## src/rtl/fma_path_select_pipe_if.sv

```systemverilog
// fma_path_select_pipe_if
//   Bundles the operand-side and result-side valid/ready handshakes of the
//   FMA near/far path selector.
//   Operand side : in_valid, in_ready, a_exp, b_exp, c_exp, d_exp, op_sel
//   Result side  : out_valid, out_ready, path_sel, swap, exp_diff, shift_amt, max_exp
//   modport master : the environment (drives operands, consumes results)
//   modport slave  : the selector pipeline itself
interface fma_path_select_pipe_if #(
  parameter int unsigned EXP_W   = 8,
  parameter int unsigned SHIFT_W = 5
) ();

  // Operand side
  logic               in_valid;
  logic               in_ready;
  logic [EXP_W-1:0]   a_exp;
  logic [EXP_W-1:0]   b_exp;
  logic [EXP_W-1:0]   c_exp;
  logic [EXP_W-1:0]   d_exp;
  logic [7:0]         op_sel;

  // Result side
  logic               out_valid;
  logic               out_ready;
  logic               path_sel;
  logic               swap;
  logic [EXP_W+1:0]   exp_diff;
  logic [SHIFT_W-1:0] shift_amt;
  logic [EXP_W+1:0]   max_exp;

  modport master (
    output in_valid,
    output a_exp,
    output b_exp,
    output c_exp,
    output d_exp,
    output op_sel,
    output out_ready,
    input  in_ready,
    input  out_valid,
    input  path_sel,
    input  swap,
    input  exp_diff,
    input  shift_amt,
    input  max_exp
  );

  modport slave (
    input  in_valid,
    input  a_exp,
    input  b_exp,
    input  c_exp,
    input  d_exp,
    input  op_sel,
    input  out_ready,
    output in_ready,
    output out_valid,
    output path_sel,
    output swap,
    output exp_diff,
    output shift_amt,
    output max_exp
  );

endinterface

```

## src/rtl/fma_path_select_pipe.sv

```systemverilog
// fma_path_select_pipe
//   Two-stage near/far path selector for a*b +/- c*d.
//   Stage 1 forms the bias-corrected product exponents ab = a+b-BIAS and
//   cd = c+d-BIAS (signed, EXP_W+2 bits, cannot wrap) plus a multiply-only flag.
//   Stage 2 forms |ab-cd|, the swap flag, the saturated shift amount, the larger
//   product exponent and the near/far decision, and holds them for the consumer.
//
//   Ports
//     clk       : clock, rising edge
//     rst       : synchronous active-high reset
//     bus       : fma_path_select_pipe_if.slave (operand and result handshakes)
//     stats_clr : zero the path counters (PATH_SEL_STATS_EN only)
//     near_cnt  : results delivered on the near path (PATH_SEL_STATS_EN only)
//     far_cnt   : results delivered on the far path (PATH_SEL_STATS_EN only)
//
//   Build option
//     PATH_SEL_STATS_EN : when defined, adds saturating per-path delivery
//                         counters with a clear input. Datapath is unchanged.
//
//   Flow control is a single global advance: both stages move together when the
//   output register is empty or being consumed, otherwise both hold. Bubbles
//   travel through as empty slots. Assumes SHIFT_W < EXP_W+2.
module fma_path_select_pipe #(
  parameter int unsigned EXP_W       = 8,
  parameter int unsigned BIAS        = 127,
  parameter int unsigned NEAR_THRESH = 2,
  parameter int unsigned SHIFT_W     = 5,
  parameter int unsigned CNT_W       = 16
) (
  input  logic             clk,
  input  logic             rst,
`ifdef PATH_SEL_STATS_EN
  input  logic             stats_clr,
  output logic [CNT_W-1:0] near_cnt,
  output logic [CNT_W-1:0] far_cnt,
`endif
  fma_path_select_pipe_if.slave bus
);

  localparam int unsigned DW = EXP_W + 2;

  typedef logic signed [DW-1:0] sexp_t;

  localparam sexp_t          BiasS    = sexp_t'(BIAS);
  localparam logic [DW-1:0]  NearThr  = DW'(NEAR_THRESH);
  localparam logic [DW-1:0]  ShiftMax = DW'((64'd1 << SHIFT_W) - 64'd1);

  // ---------------------------------------------------------------------------
  // Global advance
  // ---------------------------------------------------------------------------
  logic adv;
  logic out_valid_q, out_valid_d;

  assign adv          = bus.out_ready | ~out_valid_q;
  assign bus.in_ready = adv;

  // ---------------------------------------------------------------------------
  // Stage 1: product exponents
  // ---------------------------------------------------------------------------
  logic  s1_valid_q, s1_valid_d;
  sexp_t ab_q, ab_d;
  sexp_t cd_q, cd_d;
  logic  mul_only_q, mul_only_d;
  sexp_t ab_new, cd_new;

  // Zero-extend the biased exponents by two bits, then remove the bias once per
  // product. Range is [-BIAS, 2*(2^EXP_W-1)-BIAS], which fits in EXP_W+2 signed.
  always_comb begin
    ab_new = $signed({2'b00, bus.a_exp}) + $signed({2'b00, bus.b_exp}) - BiasS;
    cd_new = $signed({2'b00, bus.c_exp}) + $signed({2'b00, bus.d_exp}) - BiasS;
  end

  always_comb begin
    s1_valid_d = s1_valid_q;
    ab_d       = ab_q;
    cd_d       = cd_q;
    mul_only_d = mul_only_q;
    if (adv) begin
      s1_valid_d = bus.in_valid;
      // Data only loads for a real operand set; a bubble leaves the old payload.
      if (bus.in_valid) begin
        ab_d       = ab_new;
        cd_d       = cd_new;
        mul_only_d = (bus.op_sel == 8'd0);
      end
    end
  end

  always_ff @(posedge clk) begin
    if (rst) begin
      s1_valid_q <= 1'b0;
      ab_q       <= '0;
      cd_q       <= '0;
      mul_only_q <= 1'b0;
    end else begin
      s1_valid_q <= s1_valid_d;
      ab_q       <= ab_d;
      cd_q       <= cd_d;
      mul_only_q <= mul_only_d;
    end
  end

  // ---------------------------------------------------------------------------
  // Stage 2: difference, swap, shift, path decision
  // ---------------------------------------------------------------------------
  sexp_t              diff_s;
  logic               swap_c;
  logic [DW-1:0]      exp_diff_c;
  logic [SHIFT_W-1:0] shift_c;
  logic               path_c;
  sexp_t              max_c;

  // ab and cd each span less than half the signed range, so ab-cd cannot overflow.
  always_comb begin
    diff_s     = ab_q - cd_q;
    swap_c     = diff_s[DW-1];
    exp_diff_c = swap_c ? $unsigned(-diff_s) : $unsigned(diff_s);
    if (exp_diff_c > ShiftMax) begin
      shift_c = '1;
    end else begin
      shift_c = exp_diff_c[SHIFT_W-1:0];
    end
    // A multiply-only op has no addend to align, so it always takes the near path.
    path_c = (exp_diff_c <= NearThr) | mul_only_q;
    max_c  = swap_c ? cd_q : ab_q;
  end

  logic               path_q, path_d;
  logic               swap_q, swap_d;
  logic [DW-1:0]      exp_diff_q, exp_diff_d;
  logic [SHIFT_W-1:0] shift_q, shift_d;
  sexp_t              max_q, max_d;

  always_comb begin
    out_valid_d = out_valid_q;
    path_d      = path_q;
    swap_d      = swap_q;
    exp_diff_d  = exp_diff_q;
    shift_d     = shift_q;
    max_d       = max_q;
    if (adv) begin
      out_valid_d = s1_valid_q;
      if (s1_valid_q) begin
        path_d     = path_c;
        swap_d     = swap_c;
        exp_diff_d = exp_diff_c;
        shift_d    = shift_c;
        max_d      = max_c;
      end
    end
  end

  always_ff @(posedge clk) begin
    if (rst) begin
      out_valid_q <= 1'b0;
      path_q      <= 1'b0;
      swap_q      <= 1'b0;
      exp_diff_q  <= '0;
      shift_q     <= '0;
      max_q       <= '0;
    end else begin
      out_valid_q <= out_valid_d;
      path_q      <= path_d;
      swap_q      <= swap_d;
      exp_diff_q  <= exp_diff_d;
      shift_q     <= shift_d;
      max_q       <= max_d;
    end
  end

  assign bus.out_valid = out_valid_q;
  assign bus.path_sel  = path_q;
  assign bus.swap      = swap_q;
  assign bus.exp_diff  = exp_diff_q;
  assign bus.shift_amt = shift_q;
  assign bus.max_exp   = $unsigned(max_q);

  // ---------------------------------------------------------------------------
  // Optional per-path delivery counters
  // ---------------------------------------------------------------------------
`ifdef PATH_SEL_STATS_EN
  logic             out_hs;
  logic [CNT_W-1:0] near_cnt_q, near_cnt_d;
  logic [CNT_W-1:0] far_cnt_q, far_cnt_d;

  assign out_hs = out_valid_q & bus.out_ready;

  always_comb begin
    near_cnt_d = near_cnt_q;
    far_cnt_d  = far_cnt_q;
    if (stats_clr) begin
      near_cnt_d = '0;
      far_cnt_d  = '0;
    end else if (out_hs) begin
      if (path_q) begin
        if (near_cnt_q != '1) near_cnt_d = near_cnt_q + 1'b1;
      end else begin
        if (far_cnt_q != '1) far_cnt_d = far_cnt_q + 1'b1;
      end
    end
  end

  always_ff @(posedge clk) begin
    if (rst) begin
      near_cnt_q <= '0;
      far_cnt_q  <= '0;
    end else begin
      near_cnt_q <= near_cnt_d;
      far_cnt_q  <= far_cnt_d;
    end
  end

  assign near_cnt = near_cnt_q;
  assign far_cnt  = far_cnt_q;
`else
  // Counter width is meaningless without the counters; keep it referenced.
  logic unused_cnt_w;
  assign unused_cnt_w = ^CNT_W;
`endif

endmodule
```

## src/flat_wrapper.sv

```systemverilog
// flat-port wrapper written by rule: the top's interface ports become plain ports
module fma_path_select_pipe_flat 
#(
  parameter int unsigned EXP_W       = 8,
  parameter int unsigned BIAS        = 127,
  parameter int unsigned NEAR_THRESH = 2,
  parameter int unsigned SHIFT_W     = 5,
  parameter int unsigned CNT_W       = 16
)
  (clk, rst, bus_in_valid, bus_a_exp, bus_b_exp, bus_c_exp, bus_d_exp, bus_op_sel, bus_out_ready, bus_in_ready, bus_out_valid, bus_path_sel, bus_swap, bus_exp_diff, bus_shift_amt, bus_max_exp);
  fma_path_select_pipe_if #(.EXP_W(EXP_W), .SHIFT_W(SHIFT_W)) bus_i ();
  input  logic clk;
  input  logic rst;
  input wire logic [$bits(bus_i.in_valid)-1:0] bus_in_valid;
  input wire logic [$bits(bus_i.a_exp)-1:0] bus_a_exp;
  input wire logic [$bits(bus_i.b_exp)-1:0] bus_b_exp;
  input wire logic [$bits(bus_i.c_exp)-1:0] bus_c_exp;
  input wire logic [$bits(bus_i.d_exp)-1:0] bus_d_exp;
  input wire logic [$bits(bus_i.op_sel)-1:0] bus_op_sel;
  input wire logic [$bits(bus_i.out_ready)-1:0] bus_out_ready;
  output wire logic [$bits(bus_i.in_ready)-1:0] bus_in_ready;
  output wire logic [$bits(bus_i.out_valid)-1:0] bus_out_valid;
  output wire logic [$bits(bus_i.path_sel)-1:0] bus_path_sel;
  output wire logic [$bits(bus_i.swap)-1:0] bus_swap;
  output wire logic [$bits(bus_i.exp_diff)-1:0] bus_exp_diff;
  output wire logic [$bits(bus_i.shift_amt)-1:0] bus_shift_amt;
  output wire logic [$bits(bus_i.max_exp)-1:0] bus_max_exp;
  assign bus_i.in_valid = bus_in_valid;
  assign bus_i.a_exp = bus_a_exp;
  assign bus_i.b_exp = bus_b_exp;
  assign bus_i.c_exp = bus_c_exp;
  assign bus_i.d_exp = bus_d_exp;
  assign bus_i.op_sel = bus_op_sel;
  assign bus_i.out_ready = bus_out_ready;
  assign bus_in_ready = bus_i.in_ready;
  assign bus_out_valid = bus_i.out_valid;
  assign bus_path_sel = bus_i.path_sel;
  assign bus_swap = bus_i.swap;
  assign bus_exp_diff = bus_i.exp_diff;
  assign bus_shift_amt = bus_i.shift_amt;
  assign bus_max_exp = bus_i.max_exp;
  fma_path_select_pipe #(.EXP_W(EXP_W), .BIAS(BIAS), .NEAR_THRESH(NEAR_THRESH), .SHIFT_W(SHIFT_W), .CNT_W(CNT_W)) u_core (.clk(clk), .rst(rst), .bus(bus_i));
endmodule
```

## config.mk

```make
export PLATFORM = sky130hd
export DESIGN_NAME = fma_path_select_pipe_flat
export DESIGN_NICKNAME = d
export VERILOG_FILES = /design/src/rtl/fma_path_select_pipe_if.sv /design/src/rtl/fma_path_select_pipe.sv /design/src/flat_wrapper.sv
export SDC_FILE = /design/constraint.sdc
export NUM_CORES = 1
export LEC_CHECK = 0
export CAP_MARGIN = 0
export CORE_UTILIZATION = 50
export CTS_CLUSTER_DIAMETER = 30
export DETAILED_ROUTE_END_ITERATION = 6
export DONT_BUFFER_PORTS = 1
export SLEW_MARGIN = 20
export SYNTH_ARGS = -nofsm -noshare
export SYNTH_HDL_FRONTEND = slang
export SYNTH_SLANG_ARGS = --single-unit
```

## constraint.sdc

```tcl
create_clock -name clk -period 4.7 [get_ports clk]
set_clock_uncertainty 0.15 [all_clocks]
set_input_delay 0 -clock clk [delete_from_list [all_inputs] [get_ports clk]]
set_output_delay 0 -clock clk [all_outputs]
set_load 0.01 [all_outputs]
```

==> results.yml, run 1 <==
outcome:
  status: "completed"
layout:
  fin_nets: 507
  antenna_cells: 0
  design_area_um2: 3747
  final_common_cell: "nand2_1"
  final_util: 0.5770
  final_cell_mix: "nand2_1, dfxtp_1, nor2_1"
  fillers: 638
  syn_to_final_growth_pct: 8.357
  drive_gt1_frac: 0.03926
  finalNonFillerCells: 510
route:
  wire_per_inst_um: 15.14
  ant_nets: 0
  vias_per_cell: 5.853
  post-route-drc-count: 0
  vias: 2985
  wirelength_um: 7720
  dr.pass1.iters: 4
  drtIter0Drc: 91
pwr:
  pwr-share-comb: 0.459
  p_clk_frac: 0.206
  power.net_switching_mw: 0.6246
  power.total_mw: 1.526
  vdd_drop_max_v: 0.0001825
  power.internal_mw: 0.9013
  switching_share: 0.4093
  powerDensity_nw_per_um2: 407.2
  sequentialPowerShare: 0.335
  power_leakage_nw: 1.474
die:
  core_area_um2: 6495
  dieWidth_um: 85.17
  num_rows: 29
  die_height_um: 85.17
  start_util: 0.5325
  ios: 73
  die_area_um2: 7253
timing:
  relSlewSlack: 0.3188
  finalSetupTns_ns: 0
  fmax_mhz: 310.7
  setup_slack_ns: 1.481
  min_period_ns: 3.219
  hold_viol: 0
  setup_viol: 0
  worst_pin_slew_ns: 1.022
  slew_violations: 0
  fin_crit_sh: 0.6848
  rsz0062_at_grt: "no"
  hold_slack_ns: 0.004480
clock_tree:
  cts_buffer_depth: 2
  clkTransAtPathRegs_ns: 0.10
  cts_made_buffers: 5
  ctsHtreeMaxLevel: 2
  post_cts_buffers: 0
  cts_sinks: 50
  clock_latency_ns: 0.31
  cts_tree: "done"
  ctsRootBufferMaster: "clkbuf_8"
placed_design:
  dp.cells: 485
  place.gp.congestion: 0.8356
  portBuffers: 0
  pre_cts_ws_ns: 1.524
  dpl_cell_area_um2: 3451
  dp_hpwl_um: 5917
worst_setup_path:
  end_kind: "flip-flop"
  critPathLaunchType: "flip-flop"
  cp_data_required_time_ns: 4.76
  arrival_ns: 3.28
  cp_cell_sequence: "inv_1 > ha_1 > a21oi_1 > o21ai_0 > or2_1 > o211ai_1 > buf_4 > and2_1 > o31ai_1 > and3_1 > a41o_1"
  crit_slowest_cell: "o211ai_1"
  criticalPathCategory: "flip-flop to flip-flop"
  crit_fanout: 10
  critPathMaxStageDelay_ns: 0.53
hold_path:
  min_path_type: "input port to flip-flop"
yosys:
  synth_top_flop_cell: "dfxtp_1"
  synth_cell_type_count: 54
  synth_edf_count: 0
  netlist_area_um2: 3458
  yosysWarnings: 0
  synth_seq_cells: 50
  synthCells: 429
  avgSynthCellArea_um2: 8.061
  yosysSeqAreaShare: 0.2894
  syn_nets: 504
  async_reset_ff_frac: 0
global_route:
  antenna_found_initial: 0
  grt_max_degree: 49
  grt_pass1_vias: 2810
  overflow: 0
  grt_use_total: 0.2237
  grt_pass1_wl_um: 13080
flow_run:
  cap_viol_max_count: 0
## power by group through the flow
stage / combinational, mW / clock (mW) / sequential (mW)
floorplan: 0.576 / 0 / 0.512
global placement: 0.672 / 0 / 0.521
detailed placement: 0.677 / 0 / 0.523
CTS: 0.701 / 0.322 / 0.513
global route: 0.797 / 0.341 / 0.517
finish: 0.700 / 0.314 / 0.512
## sequential cells by signal (all words and copies together), names as in the netlist
signal,flops
u_core.ab_q,10
u_core.bus.exp_diff,10
u_core.bus.max_exp,10
u_core.bus.out_valid,1
u_core.bus.path_sel,1
u_core.bus.shift_amt,5
u_core.bus.swap,1
u_core.cd_q,10
u_core.mul_only_q,1
u_core.s1_valid_q,1
## worst max-delay path, delay by kind of cell (launching register included)
family	cells	cell delay (ns)
flip-flops	1	0.37
AO/OA/AOI/OAI	5	1.18
adder cells (fa/ha/maj)	1	0.39
buffers and inverters	2	0.35
AND/OR/NAND/NOR	3	0.68
## metal layers
layer,up-vias,part of all wire,track usage
met4,0,0.011,0.05547
li1,1557,-,-
met3,7,0.038,0.03113
met5,-,0,0
met1,1354,0.49,0.3057
met2,67,0.46,0.3724
## synthesized netlist by cell type (all sizes together) (2+ instances only)
cell type,n,share of area
o31ai,3,0.0065
nand3,14,0.022
dfxtp,50,0.29
nor3,8,0.012
clkbuf,17,0.018
or4,3,0.0065
a31oi,4,0.0072
and2,3,0.0054
ha,28,0.10
o21ai,13,0.019
nor2b,5,0.0090
o21a,2,0.0043
nor4,4,0.0072
a21o,8,0.017
or2,4,0.0072
xor2,22,0.056
nor4bb,3,0.0087
a41oi,3,0.0098
xnor2,12,0.033
inv,14,0.015
o2111ai,2,0.0051
o211ai,6,0.014
nand2,52,0.056
a211oi,21,0.046
buf,6,0.016
a311oi,10,0.025
nand2b,7,0.013
fa,3,0.017
o211a,2,0.0058
nor2,46,0.050
a21oi,34,0.049
and3,5,0.0090
## cell type report
cell class	instances	area (um2)	share of cell area
Multi-Input combinational cell	342	2286	0.6100
Sequential cell	50	1001	0.2671
Timing Repair Buffer	19	195.2	0.05209
Tap cell	77	96.34	0.02571
Clock buffer	5	68.82	0.01836
Inverter	14	52.55	0.01402
Clock inverter	3	47.55	0.01269
## timing repair
action	in CTS	in global routing
gates resized for setup	0	0
hold endpoints to repair	50	0
hold buffers	17	0
## worst paths after layout
check	cells past startpoint	slack [ns]	startpoint	end
worst min register to register	2	0.33	u_core.cd_q[8]	u_core.bus.max_exp[8]
worst max-delay path	11	1.48	u_core.cd_q[6]	u_core.bus.path_sel
worst max register to register	11	1.48	u_core.cd_q[6]	u_core.bus.path_sel
worst min-delay path	4	0.004	bus_b_exp[0]	u_core.ab_q[1]
## kinds of logic after synthesis
kind of cell             after synthesis  share of synthesized area
AO/OA/AOI/OAI                        118                     0.2366
multiplexers                           1                   0.002894
XOR/XNOR                              34                    0.08828
AND/OR/NAND/NOR                      158                     0.2145
adder cells (fa/ha/maj)               31                     0.1187
flip-flops                            50                     0.2894
buffers and inverters                 37                    0.04956
Power figures use the tool's default switching activity.
==> run 2, diff against run 1 <==
==> constraint.sdc (replaced) <==
create_clock -name clk -period 3.3 [get_ports clk]
set_clock_uncertainty 0.15 [all_clocks]
set_input_delay 0 -clock clk [delete_from_list [all_inputs] [get_ports clk]]
set_output_delay 0 -clock clk [all_outputs]
set_load 0.01 [all_outputs]
==> results.yml, run 2 (synthesized netlist as in run 1, its figures left out) <==
outcome:
  status: "completed"
worst_setup_path:
  cp_data_required_time_ns: 3.36
  end_kind: "flip-flop"
  timing.rr.start: "u_core.ab_q[0]"
  startpoint: "u_core.ab_q[0]"
  critPathBufInv: 2
  critPathMaxStageDelay_ns: 0.44
  arrival_ns: 3.08
  cp_cell_sequence: "inv_1 > ha_1 > fa_1 > nor2b_1 > o31a_1 > a21oi_1 > o211ai_1 > buf_4 > a41oi_2 > or2_0 > and3_2 > a41o_1"
  cp_top_family: "compound AO/OA/AOI/OAI gates"
  crit_slowest_cell: "fa_1"
  critPathLaunchType: "flip-flop"
  criticalPathCategory: "flip-flop to flip-flop"
  crit_fanout: 6
die:
  start_util: 0.5325
  core_area_um2: 6495
  num_rows: 29
  dieWidth_um: 85.17
  ios: 73
  die_area_um2: 7253
  die_height_um: 85.17
clock_tree:
  clock_latency_ns: 0.32
  ctsRootBufferMaster: "clkbuf_8"
  cts_tree: "done"
  cts_sinks: 50
  cts_made_buffers: 5
  cts_buffer_depth: 2
  clkTransAtPathRegs_ns: 0.11
  ctsHtreeMaxLevel: 2
layout:
  final_common_cell: "nand2_1"
  syn_to_final_growth_pct: 10.17
  finalNonFillerCells: 517
  drive_gt1_frac: 0.06364
  final-seq-area_um2: 1001
  multi_input_area_um2: 2312
  final_util: 0.5866
  fillers: 611
  antenna_cells: 0
  fin_nets: 514
  final_cell_mix: "nand2_1, dfxtp_1, nor2_1"
global_route:
  overflow: 0
  grt_max_degree: 49
  grt_pass1_wl_um: 13190
  grt_pass1_vias: 2705
  grt_use_total: 0.2276
  antenna_found_initial: 0
timing:
  worst_pin_slew_ns: 0.6260
  relSlewSlack: 0.5812
  hold_slack_ns: 0.004673
  rsz0062_at_grt: "no"
  min_period_ns: 3.015
  setup_viol: 0
  hold_viol: 0
  fmax_mhz: 331.7
  fin_crit_sh: 0.9136
  slew_violations: 0
  finalSetupTns_ns: 0
placed_design:
  dp.cells: 489
  portBuffers: 0
  place.gp.congestion: 0.8142
  dp_hpwl_um: 6173
route:
  vias: 3047
  wirelength_um: 8019
  ant_nets: 0
  drtIter0Drc: 122
  post-route-drc-count: 0
  vias_per_cell: 5.894
  dr.pass1.iters: 4
  wire_per_inst_um: 15.51
pwr:
  power.internal_mw: 1.258
  vdd_drop_max_v: 0.0002115
  power_leakage_nw: 1.505
  pwr-share-comb: 0.488
  sequentialPowerShare: 0.335
  powerDensity_nw_per_um2: 574.2
  switching_share: 0.4250
  p_clk_frac: 0.177
  power.net_switching_mw: 0.9299
hold_path:
  min_path_type: "input port to flip-flop"
  hold_path_startpoint: "bus_a_exp[1]"
flow_run:
  cap_viol_max_count: 0
[run 2: cell types whose count changed in the layout (fill, tap and decap cells not counted), sizes merged]
cell,before,now
buf,3,9
bufinv,1,0
clkinv,1,2
dlygate4sd3,16,17
[run 2: power by group through the flow]
stage                     clock, mW  sequential, mW  combinational, mW
final                         0.388           0.732               1.07
after floorplan                   0           0.729              0.820
after CTS                     0.397           0.732               1.04
after global placement            0           0.746               1.00
after detailed placement          0           0.747               1.00
after global routing          0.426           0.740               1.20
[run 2: layer usage]
metal / GRT usage / part of all wire / vias up
li1: - / - / 1565
met1: 0.3130 / 0.48 / 1411
met2: 0.3768 / 0.47 / 67
met3: 0.02918 / 0.041 / 4
met4: 0.06009 / 0.0059 / 0
met5: 0 / 0 / -
[run 2: stage by stage]
stage	worst slack (ns)	area, um2	total power [mW]
after floorplan	0.4842	3458	1.549
after global placement	0.3002	3481	1.747
after detailed placement	0.2360	3481	1.751
after CTS	0.1723	3769	2.168
after global routing	0.09630	3810	2.364
final	0.2850	3810	2.188
[run 2: final cells by class]
| class | instances | share of cell area |
|---|---|---|
| multi-input cells | 342 | 0.6069 |
| flip-flops and latches | 50 | 0.2627 |
| repair buffers | 26 | 0.06568 |
| well taps | 77 | 0.02529 |
| clock buffers | 5 | 0.01806 |
| inverters | 14 | 0.01379 |
| clock inverters | 3 | 0.007553 |
[run 2: what timing repair did]
action | 4_1_cts | 5_1_grt
hold buffers | 18 | 0
endpoints found under the setup margin | 0 | 6
hold endpoints to repair | 50 | 0
resized for setup | 0 | 5
buffers inserted | 0 | 2
[run 2: worst reg2reg max path: stages (launching register included)]
cell and delay (ns):
dfxtp_1 0.37, inv_1 0.05, ha_1 0.22, fa_1 0.44
nor2b_1 0.20, o31a_1 0.20, a21oi_1 0.09, o211ai_1 0.19
buf_4 0.16, a41oi_2 0.12, or2_0 0.24, and3_2 0.27
a41o_1 0.21
[run 2: worst paths after layout]
| path | to | slack, ns | cells past startpoint |
|---|---|---|---|
| worst max register to register | u_core.bus.path_sel | 0.29 | 12 |
| worst max-delay path | u_core.bus.path_sel | 0.29 | 12 |
| worst min-delay path | u_core.ab_q[1] | 0.005 | 4 |
| worst min register to register | u_core.bus.max_exp[8] | 0.34 | 2 |
==> run 3, diff against run 2 <==
--- a/config.mk
+++ b/config.mk
@@ -7,6 +7,7 @@
 export LEC_CHECK = 0
 export CAP_MARGIN = 0
 export CORE_UTILIZATION = 50
+export CTS_BUF_LIST = sky130_fd_sc_hd__clkbuf_8 sky130_fd_sc_hd__clkbuf_16
 export CTS_CLUSTER_DIAMETER = 30
 export DETAILED_ROUTE_END_ITERATION = 6
 export DONT_BUFFER_PORTS = 1
==> constraint.sdc (replaced) <==
create_clock -name clk -period 3.85 [get_ports clk]
set_clock_uncertainty 0.15 [all_clocks]
set_input_delay 0 -clock clk [delete_from_list [all_inputs] [get_ports clk]]
set_output_delay 0 -clock clk [all_outputs]
set_load 0.01 [all_outputs]
==> results.yml, run 3 (synthesized netlist as in run 1, its figures left out) <==
worst_setup_path:
  cp_data_required_time_ns: 3.91
  r2r_slack_ns: 0.65
  timing.rr.start: "u_core.cd_q[1]"
  crit_fanout: 18
  end_kind: "flip-flop"
  reg2reg_depth: 10
  r2r_end: "u_core.bus.path_sel"
  startpoint: "u_core.cd_q[1]"
  critPathLaunchType: "flip-flop"
  crit_path_end: "u_core.bus.path_sel"
  arrival_ns: 3.26
  criticalPathCategory: "flip-flop to flip-flop"
clock_tree:
  clock_latency_ns: 0.31
  cts_sinks: 50
  cts_tree: "done"
  ctsResizeCount: 0
  cts_made_buffers: 5
  cts_buffer_depth: 2
  ctsRootBufferMaster: "clkbuf_8"
  clkTransAtPathRegs_ns: 0.10
  ctsHtreeMaxLevel: 2
die:
  die_area_um2: 7253
  die_height_um: 85.17
  dieWidth_um: 85.17
  core_area_um2: 6495
  ios: 73
  num_rows: 29
  start_util: 0.5325
route:
  ant_nets: 0
  vias: 3001
  dr.pass1.iters: 4
  drtIter0Drc: 152
  wire_per_inst_um: 15.34
  vias_per_cell: 5.873
  wirelength_um: 7838
  post-route-drc-count: 0
timing:
  setup_viol: 0
  fin_crit_sh: 0.8310
  worst_pin_slew_ns: 1.026
  slew_violations: 0
  hold_viol: 0
  hold_slack_ns: 0.01597
  min_period_ns: 3.199
  rsz0062_at_grt: "no"
  relSlewSlack: 0.3161
  fmax_mhz: 312.6
  finalSetupTns_ns: 0
global_route:
  grt_use_total: 0.2221
  antenna_found_initial: 0
  grt_pass1_wl_um: 12900
  grt_max_degree: 49
  overflow: 0
  grt_pass1_vias: 2748
outcome:
  status: "completed"
pwr:
  vdd_drop_max_v: 0.0002083
  power_leakage_nw: 1.469
  power.total_mw: 1.833
  powerDensity_nw_per_um2: 490.5
flow_run:
  cap_viol_max_count: 0
layout:
  antenna_cells: 0
  final_util: 0.5752
  drive_gt1_frac: 0.04147
  fin_nets: 508
  final_cell_mix: "nand2_1, dfxtp_1, nor2_1"
  fillers: 617
  syn_to_final_growth_pct: 8.032
  final_common_cell: "nand2_1"
  finalNonFillerCells: 511
placed_design:
  place.gp.congestion: 0.8111
  dp_hpwl_um: 5929
  portBuffers: 0
  dp.cells: 486
hold_path:
  min_path_type: "input port to flip-flop"
-- run 3: cell count changes in the layout (fill, tap and decap cells not counted), sizes merged --
cell / delta
buf: -5
clkinv: -1
dlygate4sd3: -1
inv: +1
-- run 3: area by class of cell --
class	count	area, um2	area share
Clock inverter	3	28.78	0.007703
Sequential cell	50	1001	0.2679
Inverter	14	52.55	0.01407
Timing Repair Buffer	20	202.7	0.05425
Multi-Input combinational cell	342	2286	0.6119
Clock buffer	5	68.82	0.01842
Tap cell	77	96.34	0.02579
-- run 3: worst max-delay path, stage by stage, from the launching register on --
cell and delay (ns):
dfxtp_1 0.40, inv_1 0.06, ha_1 0.29, nor2b_1 0.14, o2111ai_1 0.17, a211oi_1 0.44
o211a_1 0.62, a41oi_2 0.08, or2_0 0.25, and3_1 0.26, a41o_1 0.23
-- run 3: worst min-delay path by stage --
| stage | startpoint | end | slack [ns] | depth (start not counted) |
|---|---|---|---|---|
| finish | bus_b_exp[1] | u_core.ab_q[1] | 0.02 | 4 |
| floorplan | rst | u_core.ab_q[8] | 0.04 | 2 |
| CTS | bus_b_exp[1] | u_core.ab_q[1] | 0.001 | 4 |
| global route | bus_b_exp[1] | u_core.ab_q[1] | 0.04 | 4 |
| global placement | rst | u_core.ab_q[9] | -0.07 | 1 |
| detailed placement | rst | u_core.cd_q[1] | -0.07 | 1 |
-- run 3: repair_timing --
| item | 4_1_cts | 5_1_grt |
|---|---|---|
| buffers inserted | 0 | 0 |
| hold buffers | 17 | 0 |
| endpoints found under the hold margin | 50 | 0 |
| setup endpoints to repair | 0 | 0 |
-- run 3: through the flow --
| step | setup WS [ns] | cell area [um2] |
|---|---|---|
| final | 0.6506 | 3736 |
| after global routing | 0.4093 | 3736 |
| after CTS | 0.6627 | 3736 |
| after detailed placement | 0.6879 | 3458 |
| after global placement | 0.7307 | 3458 |
| after floorplan | 1.034 | 3458 |
-- run 3: routing by layer --
| layer | vias up | part of all wire | global-route usage | wire length [um] |
|---|---|---|---|---|
| met1 | 1355 | 0.50 | 0.2996 | 3916 |
| met4 | 0 | 0.019 | 0.07704 | 152 |
| met5 | - | 0 | 0 | 0 |
| met2 | 75 | 0.44 | 0.3600 | 3479 |
| met3 | 11 | 0.037 | 0.03599 | 290 |
| li1 | 1560 | - | - | - |
-- run 3: power by group --
part	switching, mW	total, mW	leakage [nW]	internal, mW
registers	0.0547	0.626	0.412	0.571
logic	0.532	0.872	1.01	0.340
clock network	0.199	0.335	0.0506	0.136
total	0.786	1.83	1.47	1.05
